--- src/rtl/stg0ia.sv ---
// stg0ia: stage-0 instruction-address generator.
// Owns the fetch PC and drives word addresses into a synchronous 1-cycle
// instruction memory. It presents ow_pc/ow_ia_valid aligned with the memory
// read data so that the stg1 fetch latch can capture them.
// Optional feature: define STG0IA_PERF_EN to add the saturating
// ow_fetch_cnt / ow_redir_cnt performance counters.
module stg0ia #(
    parameter int                 SIZE_ADDR = 32,
    parameter int                 HBIT_ADDR = SIZE_ADDR - 1,
    parameter logic [HBIT_ADDR:0] RESET_PC  = '0
) (
    input  logic               iw_clk,
    input  logic               iw_rst,
    input  logic               iw_stall,
    input  logic               iw_branch,
    input  logic [HBIT_ADDR:0] iw_branch_pc,
    input  logic               iw_mem_ready,
`ifdef STG0IA_PERF_EN
    output logic [15:0]        ow_fetch_cnt,
    output logic [15:0]        ow_redir_cnt,
`endif
    output logic [HBIT_ADDR:0] ow_mem_addr,
    output logic               ow_mem_req,
    output logic [HBIT_ADDR:0] ow_pc,
    output logic               ow_ia_valid
);

    typedef enum logic [1:0] {
        BOOT  = 2'd0,
        RUN   = 2'd1,
        REDIR = 2'd2
    } state_t;

    localparam logic [HBIT_ADDR:0] ADDR_ONE = {{HBIT_ADDR{1'b0}}, 1'b1};

    state_t state;
    state_t state_nxt;
    logic   issue;

    // A request is only "issued" once the memory accepts it.
    assign issue = ow_mem_req && iw_mem_ready;

    // State register.
    always_ff @(posedge iw_clk or posedge iw_rst) begin
        // NOTE: sequential state uses non-blocking assignments so every register
        // samples pre-edge values, independent of block evaluation order.
        if (iw_rst) begin
            state <= BOOT;
        end else begin
            state <= state_nxt;
        end
    end

    // Next-state logic: a branch always lands in REDIR, otherwise fetch runs.
    always_comb begin
        // NOTE: default assignment first so no path leaves state_nxt unassigned,
        // which would infer a latch.
        state_nxt = state;
        case (state)
            BOOT:    state_nxt = iw_branch ? REDIR : RUN;
            RUN:     state_nxt = iw_branch ? REDIR : RUN;
            REDIR:   state_nxt = iw_branch ? REDIR : RUN;
            default: state_nxt = BOOT;
        endcase
    end

    // Output logic: request only in RUN, suppressed by stall or a redirect.
    always_comb begin
        ow_mem_req = 1'b0;
        if (state == RUN) begin
            ow_mem_req = !iw_stall && !iw_branch;
        end
    end

    // Fetch PC and the response tag that travels one cycle behind the issue.
    always_ff @(posedge iw_clk or posedge iw_rst) begin
        if (iw_rst) begin
            ow_mem_addr <= RESET_PC;
            ow_pc       <= '0;
            ow_ia_valid <= 1'b0;
        end else begin
            ow_ia_valid <= issue;
            if (iw_branch) begin
                ow_mem_addr <= iw_branch_pc;
            end else if (issue) begin
                // Word-addressed; wraps naturally at the top of the address space.
                ow_mem_addr <= ow_mem_addr + ADDR_ONE;
                ow_pc       <= ow_mem_addr;
            end
        end
    end

`ifdef STG0IA_PERF_EN
    // Saturating counters of issued fetches and accepted redirects.
    always_ff @(posedge iw_clk or posedge iw_rst) begin
        if (iw_rst) begin
            ow_fetch_cnt <= 16'd0;
            ow_redir_cnt <= 16'd0;
        end else begin
            if (issue && (ow_fetch_cnt != 16'hFFFF)) begin
                ow_fetch_cnt <= ow_fetch_cnt + 16'd1;
            end
            if (iw_branch && (ow_redir_cnt != 16'hFFFF)) begin
                ow_redir_cnt <= ow_redir_cnt + 16'd1;
            end
        end
    end
`endif

endmodule
--- config.mk ---
export PLATFORM = sky130hd
export DESIGN_NAME = stg0ia
export DESIGN_NICKNAME = d
export VERILOG_FILES = /design/src/rtl/stg0ia.sv
export SDC_FILE = /design/constraint.sdc
export NUM_CORES = 1
export LEC_CHECK = 0
export CAP_MARGIN = 20
export CORE_ASPECT_RATIO = 0.7
export CORE_MARGIN = 10
export CORE_UTILIZATION = 46
export CTS_BUF_LIST = sky130_fd_sc_hd__clkbuf_4 sky130_fd_sc_hd__clkbuf_8 sky130_fd_sc_hd__clkbuf_16
export DETAILED_ROUTE_END_ITERATION = 16
export PLACE_DENSITY = 0.79
export SLEW_MARGIN = 25
export SYNTH_ARGS = -nofsm -noshare
export SYNTH_HDL_FRONTEND = slang
export SYNTH_SLANG_ARGS = --single-unit
--- constraint.sdc ---
create_clock -name iw_clk -period 3.2 [get_ports iw_clk]
set_clock_uncertainty 0.15 [all_clocks]
set_input_delay 0.96 -clock iw_clk [delete_from_list [all_inputs] [get_ports iw_clk]]
set_output_delay 0.96 -clock iw_clk [all_outputs]
set_load 0.02 [all_outputs]
==> key figures <==
Outcome
  • Status: finished, final reports clean

Power
  • Int Pwr: 1.64 mW
  • Sw frac: about 32%
  • Sequential power share: a little under half
  • Clock power frac: between 20 and 30%
  • Max VDD drop: 0.000326 V
  • Static Leak: around 2 nW
  • Comb power frac: 29.4%
  • PD cells: ~530 nW/um2
  • Sw power: slightly below 800 uW

Layout
  • Filler cell count: 574
  • # nets final: 511
  • Share of layout cells above drive strength 1: about a tenth
  • Final Util: 67.8%
  • Area delta synth->final: 42.3%
  • N_diodes: 0
  • Final instance area: 4620 um2

Logic synthesis
  • Synth top cells by count: 125 x nand2_1, 67 x dfrtp_1, 22 x o21ai_0, 14 x clkbuf_1, 11 x nand4_1
  • Sequential cell area fraction in the yosys report: 51.6%
  • Area share of the largest cell type after synthesis: 51.6%
  • Synth unique cells: between 40 and 50
  • Syn_area_per_cell: 9.02 um2
  • Cell Area, Synth: around 3200 um2
  • Post-synth EDFFs: 0
  • Post-Syn Instances: 360
  • Top cells by area, synth: dfrtp_1 52%, nand2_1 14%, o21ai_0 3.4%
  • Yosys warnings: 0
  • Post-synth net total: 398
  • Largest area contributor in the netlist: dfrtp_1
  • Async set-reset flop share out of synthesis: 100%
  • Synth Register Bits: between 60 and 70
  • Top_reg_cell synth: dfrtp_1
  • Count leader, synth: nand2_1

Floorplan
  • Initial cell density of the core: between 40% and 50%
  • Horiz. Die Dim: 120 um
  • DIE AREA: around 11000 um2
  • Core area: 6820 um2
  • IO Count: 103
  • Die Span Y: around 90 um
  • Num rows: 25

Global route
  • Total gr overflow: 0
  • Largest net degree at the start of global routing: slightly below 70
  • Global Route Usage Sum: a little under a fifth
  • Number of global-route vias before repair: approximately 3100
  • Initial antenna violation count: 0
  • Global-route wire length before repair: roughly 16 mm

Clocking
  • Hold buffers post-CTS: 0
  • Setup bufs post-CTS: 0
  • CTS buffer count: 9
  • Root buffer cell: clkbuf_8
  • H-tree depth: 3
  • Clk slew on worst S/H paths: ~0.060 ns
  • CTS sink count: 67
  • Clock Path Buffers: 2
  • Resize count post-CTS: 1
  • CTS tree: done
  • Worst-Skew Late Latency: ~0.34 ns

Setup path
  • Worst Setup EP: ow_mem_req
  • Critical Path AT: 2.02 ns
  • Reg-to-reg startpoint: ow_mem_addr[5]
  • Reg2Reg Depth: 5
  • CP cell instances: clkdlybuf4s50_1 > nor4b_2 > dlygate4sd2_1
  • Largest stage delay on the critical path: about 0.44 ns
  • Worst endpoint required time: ~2.1 ns
  • Crit Path Class: in -> out
  • Critical-path top delay cell: clkdlybuf4s50_1
  • Worst Path Max Fanout: 2
  • CP Launch Point: iw_stall
  • Stages on worst setup path: 3
  • CP Launch Type: input pin
  • CP bufs+invs: 2
  • Cell family with most CP delay: buffers and inverters
  • R2R setup slack: 0.74 ns
  • CP endpoint kind: primary output
  • R2r endpoint: ow_mem_addr[31]

Worst hold path
  • Hold path start: ow_pc[15]
  • Worst hold path class: reg -> reg

Drt
  • Vias post-DR: 3067
  • Number of vias per cell: ~5.4
  • Initial detailed-routing violation count: roughly 220
  • First-pass iteration count of the detailed router: 5
  • Post-route DRC: 0
  • Per-cell routed wire length: ~17 um
  • Post-Route WL: 9.75 mm
  • ANT nets after route: 0

STA
  • Worst slew pin tran: 0.587 ns
  • Final Hold Fails: 0
  • Fin crit period: ~3.1 ns
  • Max_slew headroom: roughly three fifths
  • Max Fclk: about 0.32 GHz
  • Final slew viol count: 0
  • Final setup viols: 0
  • RSZ-0062 raised after global routing: false
  • Period utilization: between 90% and 100%

Run
  • Maxcap violations: 0

Placed design
  • Post-DP Area: approximately 4500 um2
  • PortBufs: around 100
  • DP HPWL: approximately 7.3 mm
  • Gpl congestion: 0.828
-- placed cells by master, fill, tap and decap left out, types with 8 or more instances in the layout --
cell	instances
nand2_1	125
clkdlybuf4s50_1	100
dfrtp_1	67
o21ai_0	22
buf_4	17
nand4_1	11
nand3_1	10
clkbuf_8	10
xor2_1	9
inv_1	8
nor2_1	8
o21ai_1	8
-- worst min-delay path by stage --
| stage | endpoint | slack, ns | cells past startpoint |
|---|---|---|---|
| 6_report | ow_pc[15] | 0.32 | 2 |
| 4_1_cts | ow_pc[2] | 0.33 | 2 |
| 2_1_floorplan | state[1] | 0.32 | 1 |
| 3_5_place_dp | ow_pc[2] | 0.31 | 2 |
| 3_3_place_gp | ow_pc[7] | 0.31 | 2 |
| 5_1_grt | ow_pc[17] | 0.36 | 2 |
-- registers in the layout (all words and copies together) (netlist names) --
name / cells
ow_mem_addr: 32
ow_pc: 32
state: 2
ow_ia_valid: 1
-- cells by family after synthesis --
logic type      share of synthesized area, %
fa+ha+maj                              0.385
flops                                   51.6
simple gates                            28.0
mux                                     1.62
xor+xnor                                4.31
compound gates                          10.8
buf+inv                                 3.31
-- power groups by stage --
stage	combinational [mW]	clock (mW)	sequential [mW]
final	0.713	0.612	1.10
after global placement	0.709	0	1.11
after global routing	0.771	0.667	1.12
after CTS	0.726	0.623	1.10
after floorplan	0.169	0	1.26
after detailed placement	0.724	0	1.11
-- worst register-to-register path: stages (launching register included) --
cell	delay (ns)
dfrtp_1	0.48
nand4_1	0.22
or4_1	0.68
nor4_1	0.47
mux2i_1	0.23
o211ai_1	0.10
-- final cells by class --
cell class / count / area (um2) / area share (%)
multi-input cells: 266 / 1460 / 31.7
clock inverters: 3 / 15.0 / 0.325
well taps: 94 / 118 / 2.54
flip-flops and latches: 67 / 1680 / 36.3
repair buffers: 120 / 1160 / 25.1
inverters: 9 / 33.8 / 0.731
clock buffers: 12 / 153 / 3.30
-- stage by stage --
stage | setup slack (ns) | instances | setup TNS, ns | power [mW] | hold slack [ns]
6_report | 0.0677 | 571 | 0 | 2.43 | 0.324
5_1_grt | 0.0149 | 571 | 0 | 2.56 | 0.358
4_1_cts | 0.0462 | 571 | 0 | 2.45 | 0.329
3_5_place_dp | -0.249 | 556 | -0.249 | 1.84 | 0.312
3_3_place_gp | -0.225 | 556 | -0.225 | 1.82 | 0.308
2_1_floorplan | 0.242 | 360 | 0 | 1.43 | 0.322
-- per-layer routing --
metal,share of wire (%),GRT usage (%)
met1,44,21.9
met2,46,28.0
met3,9.7,8.56
met4,1.1,4.51
met5,0,0
Note: power is estimated with default switching activity, not from simulation.
